<file path="src/rtl/ym_detune_pkg.sv">
// ----------------------------------------------------------------------------
// ym_detune_pkg
// Shared definitions for the multi-slot detune / phase-increment unit:
// default widths, detune exponent bounds, the detune mantissa table and the
// per-slot control record carried through the pipeline.
// No ports (package).
// ----------------------------------------------------------------------------
package ym_detune_pkg;

    // Default configuration of ym_detune_pinc_mc.
    localparam int SLOTS_DEF   = 24;
    localparam int FNUM_W_DEF  = 11;
    localparam int BLOCK_W_DEF = 3;
    localparam int BASE_W_DEF  = 17;
    localparam int PINC_W_DEF  = 20;

    // Fixed-width operator fields.
    localparam int DT_W  = 3;
    localparam int KC_W  = 5;
    localparam int MUL_W = 4;
    localparam int DV_W  = 5;

    // Only exponents in [EXP_LO, EXP_HI] produce a non-zero detune.
    localparam int EXP_LO = 5;
    localparam int EXP_HI = 9;

    // Detune mantissa table, indexed by the 3 low bits of the scaled key code.
    function automatic logic [3:0] detune_mant(input logic [2:0] idx);
        logic [3:0] m;
        case (idx)
            3'd0:    m = 4'd0;
            3'd1:    m = 4'd1;
            3'd2:    m = 4'd3;
            3'd3:    m = 4'd4;
            3'd4:    m = 4'd6;
            3'd5:    m = 4'd8;
            3'd6:    m = 4'd11;
            default: m = 4'd13;
        endcase
        return m;
    endfunction

    // Stage record at the default widths. The top module rebuilds the same
    // layout locally from its own parameters so non-default configurations
    // keep exact widths.
    typedef struct packed {
        logic [DT_W-1:0]        dt;
        logic [KC_W-1:0]        kcode;
        logic [FNUM_W_DEF-1:0]  fnum;
        logic [BLOCK_W_DEF-1:0] block;
        logic [MUL_W-1:0]       mul;
        logic [$clog2(SLOTS_DEF)-1:0] slot;
    } stage_rec_t;

endpackage

</file>
<file path="src/rtl/ym_detune_value.sv">
// ----------------------------------------------------------------------------
// ym_detune_value
// Combinational detune magnitude from the DT code and the key code.
// Ports:
//   dt    [2:0] in  detune code; bit2 = sign, bits1:0 = magnitude code
//   kcode [4:0] in  key code
//   dv    [4:0] out detune magnitude
//   sub         out 1 = subtract dv from the base increment
// ----------------------------------------------------------------------------
module ym_detune_value
    import ym_detune_pkg::*;
(
    input  logic [DT_W-1:0] dt,
    input  logic [KC_W-1:0] kcode,
    output logic [DV_W-1:0] dv,
    output logic            sub
);

    logic [3:0] d;
    logic [4:0] h;
    logic [1:0] lo;
    logic [6:0] s;
    logic [3:0] e;
    logic [2:0] i;
    logic [4:0] mant_full;

    always_comb begin
        d  = {dt[1] | dt[0], 1'b0, dt[1], dt[1] & dt[0]};
        h  = 5'd1 + {1'b0, d} + {2'b00, kcode[4:2]};
        // Top key-code octave drops the fine bits.
        lo = (kcode[4:2] == 3'd7) ? 2'd0 : kcode[1:0];
        s  = {h, lo};
        e  = s[6:3];
        i  = s[2:0];
        mant_full = 5'd16 + {1'b0, detune_mant(i)};

        dv = '0;
        if (dt[1:0] != 2'd0 && e >= 4'(EXP_LO) && e <= 4'(EXP_HI))
            dv = mant_full >> (4'(EXP_HI) - e);

        sub = dt[2];
    end

endmodule

</file>
<file path="src/rtl/ym_detune_pinc_mc.sv">
// ----------------------------------------------------------------------------
// ym_detune_pinc_mc
// Time-multiplexed phase-increment unit. Each step (a c1 edge followed by a
// c2 edge) accepts one operator slot; three master/slave stages produce the
// detuned, multiplied phase increment 3 steps later, tagged with its slot.
// There is no backpressure: a step always advances every stage.
//
// Build option YM_DETUNE_WRAP_EN: when defined, base-dv underflow wraps
// modulo 2^BASE_W (silicon behaviour); when undefined it clamps to 0.
//
// Ports:
//   MCLK, reset_n          master clock, asynchronous active-low reset
//   c1, c2                 phase enables: c1 loads masters, c2 loads slaves
//   sync                   current input is slot 0
//   dt, kcode, fnum,
//   block, mul             operator parameters of the current slot
//   pinc     [PINC_W-1:0]  phase increment
//   slot_out [SLOT_W-1:0]  slot tag of pinc
//   pinc_valid             pipeline has filled since reset
// ----------------------------------------------------------------------------
module ym_detune_pinc_mc
    import ym_detune_pkg::*;
#(
    parameter int SLOTS   = SLOTS_DEF,
    parameter int FNUM_W  = FNUM_W_DEF,
    parameter int BLOCK_W = BLOCK_W_DEF,
    parameter int BASE_W  = BASE_W_DEF,
    parameter int PINC_W  = PINC_W_DEF,
    localparam int SLOT_W = $clog2(SLOTS)
)(
    input  logic               MCLK,
    input  logic               reset_n,
    input  logic               c1,
    input  logic               c2,
    input  logic               sync,
    input  logic [DT_W-1:0]    dt,
    input  logic [KC_W-1:0]    kcode,
    input  logic [FNUM_W-1:0]  fnum,
    input  logic [BLOCK_W-1:0] block,
    input  logic [MUL_W-1:0]   mul,
    output logic [PINC_W-1:0]  pinc,
    output logic [SLOT_W-1:0]  slot_out,
    output logic               pinc_valid
);

    // Widest fnum << block before the final halving.
    localparam int SH_W   = FNUM_W + (1 << BLOCK_W) - 1;
    localparam int PROD_W = BASE_W + MUL_W;

    typedef struct packed {
        logic [DT_W-1:0]    dt;
        logic [KC_W-1:0]    kcode;
        logic [FNUM_W-1:0]  fnum;
        logic [BLOCK_W-1:0] block;
        logic [MUL_W-1:0]   mul;
        logic [SLOT_W-1:0]  slot;
    } rec_t;

    // Stage 1: registered inputs.
    rec_t s1_m, s1_s;
    logic s1_v_m, s1_v_s;

    // Stage 2: base increment and detune magnitude.
    logic [BASE_W-1:0] s2_base_m, s2_base_s;
    logic [DV_W-1:0]   s2_dv_m, s2_dv_s;
    logic              s2_sub_m, s2_sub_s;
    logic [MUL_W-1:0]  s2_mul_m, s2_mul_s;
    logic [SLOT_W-1:0] s2_slot_m, s2_slot_s;
    logic              s2_v_m, s2_v_s;

    // Stage 3: final increment (slave side is the output ports).
    logic [PINC_W-1:0] s3_pinc_m;
    logic [SLOT_W-1:0] s3_slot_m;
    logic              s3_v_m;

    // The stage-1 slot tag doubles as the slot counter.
    logic [SLOT_W-1:0] slot_next;
    always_comb begin
        slot_next = s1_s.slot + 1'b1;
        if (sync || s1_s.slot == SLOT_W'(SLOTS - 1))
            slot_next = '0;
    end

    logic [SH_W-1:0]   base_wide;
    logic [BASE_W-1:0] base_val;
    logic [DV_W-1:0]   dv_val;
    logic              sub_val;

    always_comb begin
        base_wide = SH_W'(s1_s.fnum) << s1_s.block;
        base_val  = BASE_W'(base_wide >> 1);
    end

    ym_detune_value u_detune_value (
        .dt    (s1_s.dt),
        .kcode (s1_s.kcode),
        .dv    (dv_val),
        .sub   (sub_val)
    );

    logic [BASE_W-1:0] dv_ext;
    logic [BASE_W-1:0] t_val;
    logic [PROD_W-1:0] prod;
    logic [PINC_W-1:0] p_val;

    always_comb begin
        dv_ext = BASE_W'(s2_dv_s);
        if (s2_sub_s) begin
`ifdef YM_DETUNE_WRAP_EN
            t_val = s2_base_s - dv_ext;
`else
            t_val = (dv_ext > s2_base_s) ? '0 : s2_base_s - dv_ext;
`endif
        end else begin
            t_val = s2_base_s + dv_ext;
        end
        prod  = PROD_W'(t_val) * PROD_W'(s2_mul_s);
        // mul == 0 selects the x0.5 multiplier.
        p_val = (s2_mul_s == '0) ? PINC_W'(t_val >> 1) : PINC_W'(prod);
    end

    // Master latches: load on c1.
    always_ff @(posedge MCLK or negedge reset_n) begin
        if (!reset_n) begin
            s1_m      <= '0;
            s1_v_m    <= 1'b0;
            s2_base_m <= '0;
            s2_dv_m   <= '0;
            s2_sub_m  <= 1'b0;
            s2_mul_m  <= '0;
            s2_slot_m <= '0;
            s2_v_m    <= 1'b0;
            s3_pinc_m <= '0;
            s3_slot_m <= '0;
            s3_v_m    <= 1'b0;
        end else if (c1) begin
            s1_m.dt    <= dt;
            s1_m.kcode <= kcode;
            s1_m.fnum  <= fnum;
            s1_m.block <= block;
            s1_m.mul   <= mul;
            s1_m.slot  <= slot_next;
            s1_v_m     <= 1'b1;
            s2_base_m  <= base_val;
            s2_dv_m    <= dv_val;
            s2_sub_m   <= sub_val;
            s2_mul_m   <= s1_s.mul;
            s2_slot_m  <= s1_s.slot;
            s2_v_m     <= s1_v_s;
            s3_pinc_m  <= p_val;
            s3_slot_m  <= s2_slot_s;
            s3_v_m     <= s2_v_s;
        end
    end

    // Slave registers: load on c2.
    always_ff @(posedge MCLK or negedge reset_n) begin
        if (!reset_n) begin
            s1_s       <= '0;
            s1_v_s     <= 1'b0;
            s2_base_s  <= '0;
            s2_dv_s    <= '0;
            s2_sub_s   <= 1'b0;
            s2_mul_s   <= '0;
            s2_slot_s  <= '0;
            s2_v_s     <= 1'b0;
            pinc       <= '0;
            slot_out   <= '0;
            pinc_valid <= 1'b0;
        end else if (c2) begin
            s1_s       <= s1_m;
            s1_v_s     <= s1_v_m;
            s2_base_s  <= s2_base_m;
            s2_dv_s    <= s2_dv_m;
            s2_sub_s   <= s2_sub_m;
            s2_mul_s   <= s2_mul_m;
            s2_slot_s  <= s2_slot_m;
            s2_v_s     <= s2_v_m;
            pinc       <= s3_pinc_m;
            slot_out   <= s3_slot_m;
            pinc_valid <= s3_v_m;
        end
    end

endmodule

</file>
<file path="config.mk">
export PLATFORM = sky130hd
export DESIGN_NAME = ym_detune_pinc_mc
export DESIGN_NICKNAME = d
export VERILOG_FILES = /design/src/rtl/ym_detune_pkg.sv /design/src/rtl/ym_detune_value.sv /design/src/rtl/ym_detune_pinc_mc.sv
export SDC_FILE = /design/constraint.sdc
export NUM_CORES = 1
export LEC_CHECK = 0
export ABC_CLOCK_PERIOD_IN_PS = 12100
export BUFFER_PORTS_ARGS = -buffer_cell sky130_fd_sc_hd__buf_2
export CORE_ASPECT_RATIO = 0.6
export CORE_UTILIZATION = 24
export CTS_BUF_LIST = sky130_fd_sc_hd__clkbuf_16
export CTS_CLUSTER_SIZE = 14
export DETAILED_ROUTE_END_ITERATION = 12
export SETUP_SLACK_MARGIN = 0.05
export SLEW_MARGIN = 5
export SYNTH_ARGS = -nofsm -noshare
export SYNTH_HDL_FRONTEND = slang
export SYNTH_HIERARCHICAL = 1
export SYNTH_SLANG_ARGS = --single-unit
</file>
<file path="constraint.sdc">
create_clock -name MCLK -period 12.1 [get_ports MCLK]
set_input_delay 1.21 -clock MCLK [delete_from_list [all_inputs] [get_ports MCLK]]
set_output_delay 1.21 -clock MCLK [all_outputs]
set_load 0.005 [all_outputs]
</file>
==> results.sh <==
export IMPL_outcome="complete, no violations"
export IMPL_pwr_share_comb_pct=49.0
export IMPL_seq_area_um2=4554
export IMPL_start_util_pct=24.56
export IMPL_totalWireLength_um=25660
export IMPL_place_congestion=0.9075
export IMPL_finalWorstSetupSlack_ns=5.902
export IMPL_finalPower_w=0.002813
export IMPL_nFillCells=4574
export IMPL_crit_chain="inv_1 -> ha_1 -> nand2b_1 -> a21oi_1 -> o21ai_0 -> a21boi_0 -> a31oi_1 -> o21ai_0 -> and2_1 -> fa_1 -> inv_1 -> fa_1 -> inv_1 -> ha_1 -> nand3_1 -> nor2_1 -> o21ai_0 -> a21oi_1 -> a21oi_1 -> or4b_2 -> nand3_1"
export IMPL_antenna_found_initial=0
export IMPL_path_clk_slew_ns=0.08
export IMPL_cts_max_path_buffers=2
export IMPL_reg2reg_from="s2_dv_s[1]"
export IMPL_drive_above_1_share_pct=22.45
export IMPL_multi_input_area_um2=5663
export IMPL_syn_avg_cell_area_um2=10.55
export IMPL_hold_class="reg -> reg"
export IMPL_grt_util_met1_pct=18.28
export IMPL_cts_sinks=182
export IMPL_clock_skew_ns=0.01619
export IMPL_rows=59
export IMPL_max_freq_mhz=161.4
export IMPL_die_h_um=165.8
export IMPL_swShare_pct=41.62
export IMPL_power_density_nw_per_um2=231.1
export IMPL_grt_usage_pct=11.84
export IMPL_rsz0062_at_grt="false"
export IMPL_syn_nets=1119
export IMPL_hold_start="s1_v_m"
export IMPL_insertion_delay_ns=0.45
export IMPL_hold_ws_ns=0.4782
export IMPL_grt_use_met3_pct=3.427
export IMPL_period_needed_ns=6.198
export IMPL_setup_viol_count_final=0
export IMPL_tns_ns=0
export IMPL_dr_pass1_iters=5
export IMPL_hold_violations=0
export IMPL_slew_viol_final=0
export IMPL_drc=0
export IMPL_placed_area_um2=11600
export IMPL_synth_seq_cells=182
export IMPL_num_vias=7717
export IMPL_ys_warn_count=6
export IMPL_hold_buffers=0
export IMPL_pre_cts_ws_ns=6.110
export IMPL_portBuffers=56
export IMPL_power_leakage_nw=5.393
export IMPL_cts_max_level=4
export IMPL_cp_end_kind="flip-flop"
export IMPL_layout_worst_path_cycle_share_pct=51.22
export IMPL_critPathArrivalTime_ns=6.59
export IMPL_critPathMaxStageDelay_ns=0.79
export IMPL_synth_edf_count=0
export IMPL_critPathSlowestCell="o21ai_0"
export IMPL_yosysSeqAreaShare_pct=42.42
export IMPL_synth_flop_cell="dfrtp_1"
export IMPL_drt_vias_per_instance=4.708
export IMPL_startpoint="s2_dv_s[1]"
export IMPL_final_nets=1148
export IMPL_root_buffer="clkbuf_16"
export IMPL_top_usage_layer="met1"
export IMPL_path_class="reg -> reg"
export IMPL_die_area_um2=45610
export IMPL_die_x_um=275.0
export IMPL_overflow=0
export IMPL_power_switching_w=0.001171
export IMPL_crit_required_ns=12.49
export IMPL_grt_max_degree=111
export IMPL_ir_drop_mv=0.1206
export IMPL_place_detailed_hpwl_um=18490
export IMPL_timing_worst_slew_pin_value_ns=1.100
export IMPL_cts_tree="done"
export IMPL_cts_buffers=17
export IMPL_io_pins=57
export IMPL_cap_violations=0
export IMPL_ys_types=72
export IMPL_avgRoutedWirePerCell_um=15.66
export IMPL_use_met2_pct=15.44
export IMPL_post_cts_setup_buffers=0
export IMPL_cp_max_fo=6
export IMPL_grt_first_pass_wirelength_um=42520
export IMPL_async_flop_share_pct=100.0
export IMPL_synth_cells=1018
export IMPL_core_area_um2=43700
export IMPL_cts_resized=0
export IMPL_postRouteAntennaNets=0
export IMPL_synth_area_um2=10740
export IMPL_final_cell_area_um2=12170
export IMPL_internal_power_w=0.001642
export IMPL_num_antenna_cells=0
export IMPL_area_delta_synth_final_pct=13.40
export IMPL_grt_pass1_vias=7659
export IMPL_relSlewSlack_pct=25.92
export IMPL_clkPwrFrac_pct=20.0
export IMPL_setup_worst_path_start_class="flip-flop"
export IMPL_drt_first_iter_violations=510
export IMPL_pwr_share_seq_pct=31.1
-- layer usage --
metal	vias up	share of wire, %
li1	3624	-
met4	0	1.9
met5	-	0
met1	3853	53
met2	204	39
met3	36	6.0
-- layout by cell type, fill, tap and decap left out, drive strengths merged, types with 8 or more instances in the layout --
cell	count
a21o	10
a21oi	47
a31oi	9
and2	47
buf	61
clkbuf	18
clkinv	8
dfrtp	182
fa	33
ha	37
inv	87
mux2	135
mux2i	10
nand2	64
nand3	13
nor2	60
nor2b	13
nor3	16
o21ai	45
o2bb2ai	10
xnor2	12
xor2	10
-- worst paths after layout --
path,endpoint,slack [ns],cells past startpoint
max in group asynchronous,s2_slot_m[4],9.73,2
max reg2reg,s3_pinc_m[17],5.90,21
min,s1_v_m,0.48,1
max,s3_pinc_m[17],5.90,21
min reg2reg,s1_v_m,0.48,1
min in group asynchronous,s1_s[14],0.87,1
-- power groups by stage --
stage | sequential, W | clock, W | combinational (W)
final | 0.000875 | 0.000561 | 0.00138
after global routing | 0.000895 | 0.000601 | 0.00157
after CTS | 0.000874 | 0.000574 | 0.00138
after detailed placement | 0.000884 | 0 | 0.00137
after global placement | 0.000879 | 0 | 0.00137
after floorplan | 0.000821 | 0 | 0.00106
-- registers in the layout (all words and copies together), names as in the netlist, 17 cells and up --
name,cells
s2_base_s,17
s3_pinc_m,20
s2_base_m,17
s1_m,31
pinc,20
s1_s,31
-- Yosys cell counts (3+ instances only) --
cell type	count	area, µm²
o221ai_1	3	26.28
nand2b_1	7	43.79
o31a_1	5	43.79
o21a_1	7	52.55
and2b_1	4	30.03
mux2i_1	10	100.1
or3_1	6	37.54
and3_1	6	37.54
clkbuf_1	42	157.7
o2bb2ai_1	10	87.58
o21ai_0	43	215.2
a31oi_1	9	56.30
o211ai_1	6	45.04
mux2_2	135	1520
nor3_1	14	70.07
and2_1	47	294.0
xnor2_1	12	105.1
and4_1	6	52.55
ha_1	37	462.9
buf_1	6	22.52
or4_1	3	22.52
xor2_1	10	87.58
nor2b_1	13	81.33
dfrtp_1	182	4554
a21oi_1	47	235.2
o21bai_1	4	30.03
nand3_1	13	65.06
nor3b_1	3	22.52
nor2_1	59	221.5
a221o_1	7	70.07
nor4_1	6	37.54
a21o_1	10	75.07
nand3b_1	4	30.03
o22ai_1	5	31.28
inv_1	82	307.8
a211oi_1	5	37.54
fa_1	33	660.6
nand2_1	64	240.2
nand4_1	5	31.28
-- final cells by class --
cell class              instances  share of cell area [%]
repair buffers                 62                   2.785
well taps                     579                   5.951
inverters                      84                   2.590
clock buffers                  17                   3.494
multi-input cells             700                   46.52
clock inverters                15                   1.254
flip-flops and latches        182                   37.41
-- worst max-delay path: cells and delay by family, from the launching register on --
| kind | cells | cell delay, ns |
|---|---|---|
| buffers and inverters | 3 | 0.20 |
| AOI/OAI and AO/OA | 8 | 2.37 |
| and+or+nand+nor | 6 | 1.45 |
| DFF | 1 | 0.40 |
| adders and majority gates | 4 | 1.67 |
-- kinds of logic (layout without fill, tap and decap cells) --
family	count (synthesis)	count (layout)	synth area share, %
flip-flops	182	182	42.42
adder cells (fa/ha/maj)	70	70	10.47
buffers and inverters	136	178	4.884
AND/OR/NAND/NOR	271	271	13.22
AO/OA/AOI/OAI	192	192	12.12
XOR/XNOR	22	22	1.795
multiplexers	145	145	15.09
-- stage by stage --
stage          utilization, %  std cells
6_report                27.86       1639
5_1_grt                 27.86       1639
4_1_cts                 27.86       1639
3_5_place_dp            26.53       1607
3_3_place_gp            26.53       1607
2_1_floorplan               -       1018
Note: power is estimated with default switching activity, not from simulation.
